<file path="src/rtl/dmem_arbiter.sv">
// dmem_arbiter: round-robin, lockable arbiter sharing the data memory
// between the core load/store path (m0) and a secondary master (m1).
`ifndef LOAD_SEL_B
`define LOAD_SEL_B  3'b000
`endif
`ifndef LOAD_SEL_H
`define LOAD_SEL_H  3'b001
`endif
`ifndef LOAD_SEL_W
`define LOAD_SEL_W  3'b010
`endif
`ifndef LOAD_SEL_BU
`define LOAD_SEL_BU 3'b100
`endif
`ifndef LOAD_SEL_HU
`define LOAD_SEL_HU 3'b101
`endif
`ifndef STORE_SEL_B
`define STORE_SEL_B 2'b00
`endif
`ifndef STORE_SEL_H
`define STORE_SEL_H 2'b01
`endif
`ifndef STORE_SEL_W
`define STORE_SEL_W 2'b10
`endif
`ifndef MEM_WRITE
`define MEM_WRITE 1'b1
`endif

module dmem_arbiter #(
  parameter int MAX_BURST = 4
) (
  input  logic        clk,
  input  logic        rst_n,
  input  logic        m0_req,
  input  logic        m0_lock,
  input  logic        m0_we,
  input  logic [31:0] m0_addr,
  input  logic [31:0] m0_wdata,
  input  logic [2:0]  m0_load_sel,
  input  logic [1:0]  m0_store_sel,
  output logic        m0_gnt,
  output logic        m0_rvalid,
  output logic [31:0] m0_rdata,
  input  logic        m1_req,
  input  logic        m1_lock,
  input  logic        m1_we,
  input  logic [31:0] m1_addr,
  input  logic [31:0] m1_wdata,
  input  logic [2:0]  m1_load_sel,
  input  logic [1:0]  m1_store_sel,
  output logic        m1_gnt,
  output logic        m1_rvalid,
  output logic [31:0] m1_rdata,
  output logic [31:0] mem_addr,
  output logic [31:0] mem_dataW,
  output logic [2:0]  mem_load_sel,
  output logic [1:0]  mem_store_sel,
  output logic        mem_wr_en,
  input  logic [31:0] mem_dataR
);

  localparam int CW = $clog2(MAX_BURST + 1);

  typedef enum logic [1:0] {
    IDLE,
    OWN0,
    OWN1
  } state_e;

  state_e        state_q, state_d;
  logic          rr_ptr_q, rr_ptr_d;
  logic [CW-1:0] burst_cnt_q, burst_cnt_d;
  logic          m0_rvalid_q, m0_rvalid_d;
  logic          m1_rvalid_q, m1_rvalid_d;
  logic [31:0]   m0_rdata_q, m0_rdata_d;
  logic [31:0]   m1_rdata_q, m1_rdata_d;

  logic [CW-1:0] base;
  logic [CW-1:0] n;
  logic          gnt_any;
  logic          gnt_lock;

  always_ff @(posedge clk or negedge rst_n) begin
    if (!rst_n) begin
      state_q     <= IDLE;
      rr_ptr_q    <= 1'b0;
      burst_cnt_q <= '0;
      m0_rvalid_q <= 1'b0;
      m1_rvalid_q <= 1'b0;
      m0_rdata_q  <= '0;
      m1_rdata_q  <= '0;
    end else begin
      state_q     <= state_d;
      rr_ptr_q    <= rr_ptr_d;
      burst_cnt_q <= burst_cnt_d;
      m0_rvalid_q <= m0_rvalid_d;
      m1_rvalid_q <= m1_rvalid_d;
      m0_rdata_q  <= m0_rdata_d;
      m1_rdata_q  <= m1_rdata_d;
    end
  end

  // base is the burst count the granted requester continues from
  always_comb begin
    m0_gnt = 1'b0;
    m1_gnt = 1'b0;
    base   = '0;
    case (state_q)
      IDLE: begin
        if (m0_req && m1_req) begin
          m0_gnt = !rr_ptr_q;
          m1_gnt = rr_ptr_q;
        end else begin
          m0_gnt = m0_req;
          m1_gnt = m1_req;
        end
      end
      OWN0: begin
        if (m0_req) begin
          m0_gnt = 1'b1;
          base   = burst_cnt_q;
        end else begin
          m1_gnt = m1_req;
        end
      end
      OWN1: begin
        if (m1_req) begin
          m1_gnt = 1'b1;
          base   = burst_cnt_q;
        end else begin
          m0_gnt = m0_req;
        end
      end
      default: ;
    endcase
    if (!rst_n) begin
      m0_gnt = 1'b0;
      m1_gnt = 1'b0;
    end

    mem_addr      = '0;
    mem_dataW     = '0;
    mem_load_sel  = '0;
    mem_store_sel = '0;
    mem_wr_en     = ~`MEM_WRITE;
    unique case (1'b1)
      m0_gnt: begin
        mem_addr      = m0_addr;
        mem_dataW     = m0_wdata;
        mem_load_sel  = m0_load_sel;
        mem_store_sel = m0_store_sel;
        if (m0_we) mem_wr_en = `MEM_WRITE;
      end
      m1_gnt: begin
        mem_addr      = m1_addr;
        mem_dataW     = m1_wdata;
        mem_load_sel  = m1_load_sel;
        mem_store_sel = m1_store_sel;
        if (m1_we) mem_wr_en = `MEM_WRITE;
      end
      default: ;
    endcase
  end

  always_comb begin
    gnt_any     = m0_gnt | m1_gnt;
    gnt_lock    = m1_gnt ? m1_lock : m0_lock;
    n           = base + CW'(1);
    state_d     = IDLE;
    burst_cnt_d = '0;
    rr_ptr_d    = rr_ptr_q;
    if (gnt_any) begin
      if (gnt_lock && (n < CW'(MAX_BURST))) begin
        state_d     = m1_gnt ? OWN1 : OWN0;
        burst_cnt_d = n;
      end else begin
        rr_ptr_d = !m1_gnt;
      end
    end

    m0_rvalid_d = m0_gnt && !m0_we;
    m1_rvalid_d = m1_gnt && !m1_we;
    m0_rdata_d  = m0_rvalid_d ? mem_dataR : m0_rdata_q;
    m1_rdata_d  = m1_rvalid_d ? mem_dataR : m1_rdata_q;
  end

  assign m0_rvalid = m0_rvalid_q;
  assign m1_rvalid = m1_rvalid_q;
  assign m0_rdata  = m0_rdata_q;
  assign m1_rdata  = m1_rdata_q;

endmodule

</file>
<file path="config.mk">
export PLATFORM = sky130hd
export DESIGN_NAME = dmem_arbiter
export DESIGN_NICKNAME = d
export VERILOG_FILES = /design/src/rtl/dmem_arbiter.sv
export SDC_FILE = /design/constraint.sdc
export NUM_CORES = 1
export LEC_CHECK = 0
export ABC_AREA = 1
export BUFFER_PORTS_ARGS = -buffer_cell sky130_fd_sc_hd__buf_2
export CORE_AREA = 5 5 119 121
export CTS_CLUSTER_DIAMETER = 80
export DETAILED_ROUTE_END_ITERATION = 7
export DIE_AREA = 0 0 124 126
export GPL_ROUTABILITY_DRIVEN = 0
export PLACE_DENSITY = 0.68
export SLEW_MARGIN = 10
export SYNTH_ARGS = -nofsm -noshare
export SYNTH_HDL_FRONTEND = slang
export SYNTH_SLANG_ARGS = --single-unit
</file>
<file path="constraint.sdc">
create_clock -name clk -period 1.9 [get_ports clk]
set_input_delay 0.38 -clock clk [delete_from_list [all_inputs] [get_ports clk]]
set_output_delay 0.38 -clock clk [all_outputs]
set_load 0.02 [all_outputs]
</file>
=== After elaboration in Yosys (flattened, before gate mapping) ===
Index checks and enable logic that the tools add are counted.

* $add $sub $neg: 1
* Magnitude comparators: 1
* Equality and inequality tests: 2
* Multiplexer cells: 26
* Bitwise gates (word level): 2
* Reductions and logical operators: 10

{| class="wikitable"
|+ Operators with widths
! cell !! count
|-
| 32-bit one-hot mux with 2 select lines || 2
|-
| 3-bit 2-to-1 mux || 4
|-
| 3-bit one-hot mux with 2 select lines || 2
|-
| 1-bit 2-to-1 mux || 11
|-
| 2-bit 2-to-1 mux || 3
|-
| 1-bit one-hot mux with 3 select lines || 2
|-
| 1-bit logical AND || 4
|-
| 1-bit logical NOT || 4
|-
| 2-bit one-hot mux with 2 select lines || 1
|-
| 3-bit by 1-bit adder with 3-bit output, second input constant || 1
|-
| 3-bit < comparator, second input constant || 1
|-
| 2-bit by 1-bit == test with 1-bit output, second input constant || 1
|-
| 2-bit == test, second input constant || 1
|-
| 2-bit logical NOT || 1
|-
| 1-bit one-hot mux with 2 select lines || 1
|-
| 2-bit AND reduction || 1
|-
| 1-bit NOT || 1
|-
| 1-bit bitwise OR || 1
|}

* Register bits after elaboration: 72
* Bits of input ports: 178
* Output and inout port bits: 138
* Logic and storage cells: 49

=== Depth between registers and ports, before layout ===
* Depth in word-level cells: 8
* Gate-level depth with buffers: 15
* Depth with buffers taken out: 15

=== Worst setup path after synthesis ===
Ideal clock, no wire load.

* Kind: reg2out
* Start: reg state_q[0]
* End: out mem_dataW[23]
* Data arrival time: 1563 ps
* Data required time: 1520 ps
* Path slack: -43 ps
* Stages on the path, launching flop included: 7
* Path buffers: 1
* Path through: dfrtp_1 ha_1 nor2_2 nand3_2 inv_2 buf_2 a22o_1

* Word-level cells in the longest chain between the ends: 4
* Elaborated cells between the ends (all ways): 8
* Classes of those cells: eq/ne (2); mux (5); reduce/logical (1)

{| class="wikitable"
|+ RTL lines
! what !! line !! source
|-
| start: declaration || 72 || <nowiki>state_e state_q, state_d;</nowiki>
|-
| start signal: assignment || 95 || <nowiki>state_q <= state_d;</nowiki>
|-
| 2-bit == test (tied with other cells) || 110 || <nowiki>case (state_q)</nowiki>
|-
| 1-bit one-hot mux with 3 select lines (*) || 110 ||
|-
| 1-bit 2-to-1 mux (*) || 138 || <nowiki>if (!rst_n) begin</nowiki>
|-
| via m0_gnt || 43 || <nowiki>output logic m0_gnt,</nowiki>
|-
| 32-bit one-hot mux with 2 select lines (*) || 148 || <nowiki>unique case (1'b1)</nowiki>
|-
| end: declaration || 57 || <nowiki>output logic [31:0] mem_dataW,</nowiki>
|}

Mark *: on every way through the listed nets, which the timed path passes. The rest lies on a longest branch.

=== Worst setup path in the final report ===
* Start: reg state_q[0]
* End: out mem_dataW[7]

* Word-level cells in the longest chain between the ends: 4
* Elaborated cells between the ends (all ways): 8
* Classes of those cells: eq/ne (2); mux (5); reduce/logical (1)

{| class="wikitable"
|+ RTL lines
! what !! line
|-
| 2-bit == test (tied with other cells) || 110
|-
| 1-bit one-hot mux with 3 select lines || 110
|-
| 1-bit 2-to-1 mux || 138
|-
| 32-bit one-hot mux with 2 select lines (*) || 148
|}

Every way passes the cells marked *; elsewhere a longest branch is shown, timed or not.

==> out/results.txt <==
status -> finished with violations
failing checks -> setup timing
Gate power share -> 48.9%
die height -> 126 µm
Root Driver -> clkbuf_16
multi-input combinational cell area -> 1660 µm²
Pwr Density -> 1210 nW/µm²
final wirelength -> 19.1 mm
buffering stage count on the worst path with inverters included -> 4
Filler cells -> 1256
Critical-path top delay cell -> dfrtp_2
die area -> 15600 µm²
crit path cell chain -> ha_1 > nor2_2 > buf_4 > nand2_4 > inv_8 > buf_12 > a22o_1 > buf_6
area delta synth->final -> 79.7%
Final HPWL DP -> 14.2 mm
most common cell after layout, fill and taps aside -> buf_2
Max-Cap Viols -> 0
first-iteration detailed-routing DRC count -> 178
average size of a mapped cell -> 9.40 µm²
Setup crit start kind -> flip-flop
Critical Path RT -> 1.52 ns
Max stage delay on crit path -> 0.46 ns
YS warnings -> 0
latest clock arrival within the worst-skew pair -> 0.33 ns
Arr. time, crit path -> 1.98 ns
Final setup viols -> 82
reg2reg path depth -> 12
final hold viol count -> 0
first-pass GRT wire length -> 26.3 mm
Reg area -> 1800 µm²
proportion of power drawn by the clock network -> 21.2%
setup_tns -> -28.69 ns
Seq cells post-synth -> 72
fmax -> 424 MHz
gr ovfl total -> 0
Net Sw Frac -> 40.5%
cts bufs inserted -> 9
Core ar. -> 13000 µm²
Seq pwr share -> 30.0%
CP Capture Type -> output pin
Setup Skew -> 0.00625 ns
crit path max fanout -> 15
clock sink total -> 72
io pins -> 316
CP Launch Point -> state_q[0]
Max clock buf depth -> 2
Crit path max-delay family -> buffers and inverters
crit path kind -> reg2out
vias -> 4301
P_sw -> 3.24 mW
vias per cell -> 4.73
Post-Syn Instances -> 393
synth unique cells -> 26
unrepaired setup endpoints after global routing -> true
Worst VDD drop -> 804 µV
most frequent cells in the layout -> buf_2, nand2_1, buf_6, dfrtp_1, a22o_1
DP Cell Count -> 877
final setup margin -> -0.458 ns
Leak -> 3.71 nW
Hold-fix buffers, CTS -> 0
cell-internal power -> 4.76 mW
layout cells sized above 1 -> 57.0%
IO Port Bufs -> 315
Non-Filler Instances -> 909
# DRC -> 0
CTS H-tree lvls -> 3
initial antenna violation count -> 8
vias in the first global route -> 4469
1st-pass router iterations -> 4
Final ANT Viol Nets -> 0
syn_nets -> 577
Tot GR Track Use -> 22.6%
post-synthesis cell area -> 3700 µm²
Final #Nets -> 907
initial core utilization -> 28.5%
Total Power -> 8.01 mW
critical path depth -> 8
register area share after synthesis -> 48.7%
fin. max-slew vios -> 0
CTS tree -> built
largest net degree at the start of global routing -> 66
Hold Crit Class -> in2async
final period utilization -> 124%
fin crit period -> 2.36 ns
chip width -> 124 µm
worst flop-to-flop path startpoint -> state_q[0]
Cell Rows -> 42
routed len/inst -> 21.0 µm
Reg clk slew, reported paths -> 0.06 ns
synthesized netlist by cell type (all sizes together):
library cell	number	area (µm²)
a22o	69	604
nand2	89	349
clkbuf	2	8.75
o22ai	1	6.26
ha	6	75.1
nor2	6	25.0
buf	26	181
a21oi	1	5.00
conb	1	3.75
dfrtp	72	1800
nor3	1	5.00
o21ai	65	412
inv	48	183
nand4	1	6.26
nand3	5	30.0
area by class of cell:
class | count | area share (%)
Inverter | 48 | 2.94
Timing Repair Buffer | 346 | 36.7
Tap cell | 176 | 3.32
Timing Repair inverter | 1 | 0.132
Antenna cell | 5 | 0.188
Multi-Input combinational cell | 245 | 25.0
Sequential cell | 72 | 27.2
Clock buffer | 10 | 3.60
Clock inverter | 6 | 1.02
power by group through the flow:
stage / Combinational [mW] / Clock, mW / Sequential (mW)
5_1_grt: 4.18 / 1.81 / 2.47
3_3_place_gp: 3.36 / 0 / 2.41
3_5_place_dp: 3.41 / 0 / 2.40
4_1_cts: 3.85 / 1.75 / 2.40
6_report: 3.91 / 1.70 / 2.40
2_1_floorplan: 1.32 / 0 / 3.10
flip-flops by register name (all words and copies together), names as in the netlist:
name	cells
m0_rdata	32
m1_rdata	32
burst_cnt_q	3
state_q	2
m0_rvalid	1
m1_rvalid	1
rr_ptr_q	1
path summary, 6_finish.rpt:
| check | end | slack (ns) |
|---|---|---|
| worst max-delay path | mem_dataW[7] | -0.46 |
| worst min-delay path | m1_rdata[31] | 0.19 |
| worst max register to register | m0_rdata[26] | -0.04 |
| worst min register to register | m1_rdata[24] | 0.47 |
| max in group asynchronous | state_q[1] | 0.86 |
| min in group clk | m1_rdata[7] | 0.31 |
per-stage QoR:
| step | setup WS, ns | hold WS [ns] | utilization (%) | instance area, µm² |
|---|---|---|---|---|
| after floorplan | -0.0434 | 0.0844 | - | 3700 |
| after global placement | -0.196 | 0.459 | 42.5 | 5520 |
| after detailed placement | -0.227 | 0.462 | 42.5 | 5520 |
| after CTS | -0.447 | 0.176 | 50.1 | 6500 |
| after global routing | -0.542 | 0.216 | 51.1 | 6630 |
| final | -0.458 | 0.191 | 51.2 | 6640 |
per-layer routing:
| metal | vias up | wire length [µm] | track usage, % |
|---|---|---|---|
| met5 | - | 66 | 0 |
| met4 | 10 | 490 | 7.47 |
| met3 | 41 | 2030 | 8.65 |
| met2 | 234 | 9340 | 38.3 |
| met1 | 2008 | 7190 | 26.1 |
| li1 | 2008 | - | - |
timing repair:
action,CTS,global route
endpoints found under the setup margin,95,142
pin swaps,10,21
cloned,5,2
resized for setup,154,27
setup buffers,5,0
cells by family after synthesis:
logic type,share of synthesized area [%]
other cells,0.101
compound gates,27.8
buf+inv,10.1
flops,48.7
simple gates,11.2
fa+ha+maj,2.03
No activity file was read; power rests on OpenSTA's default activity.
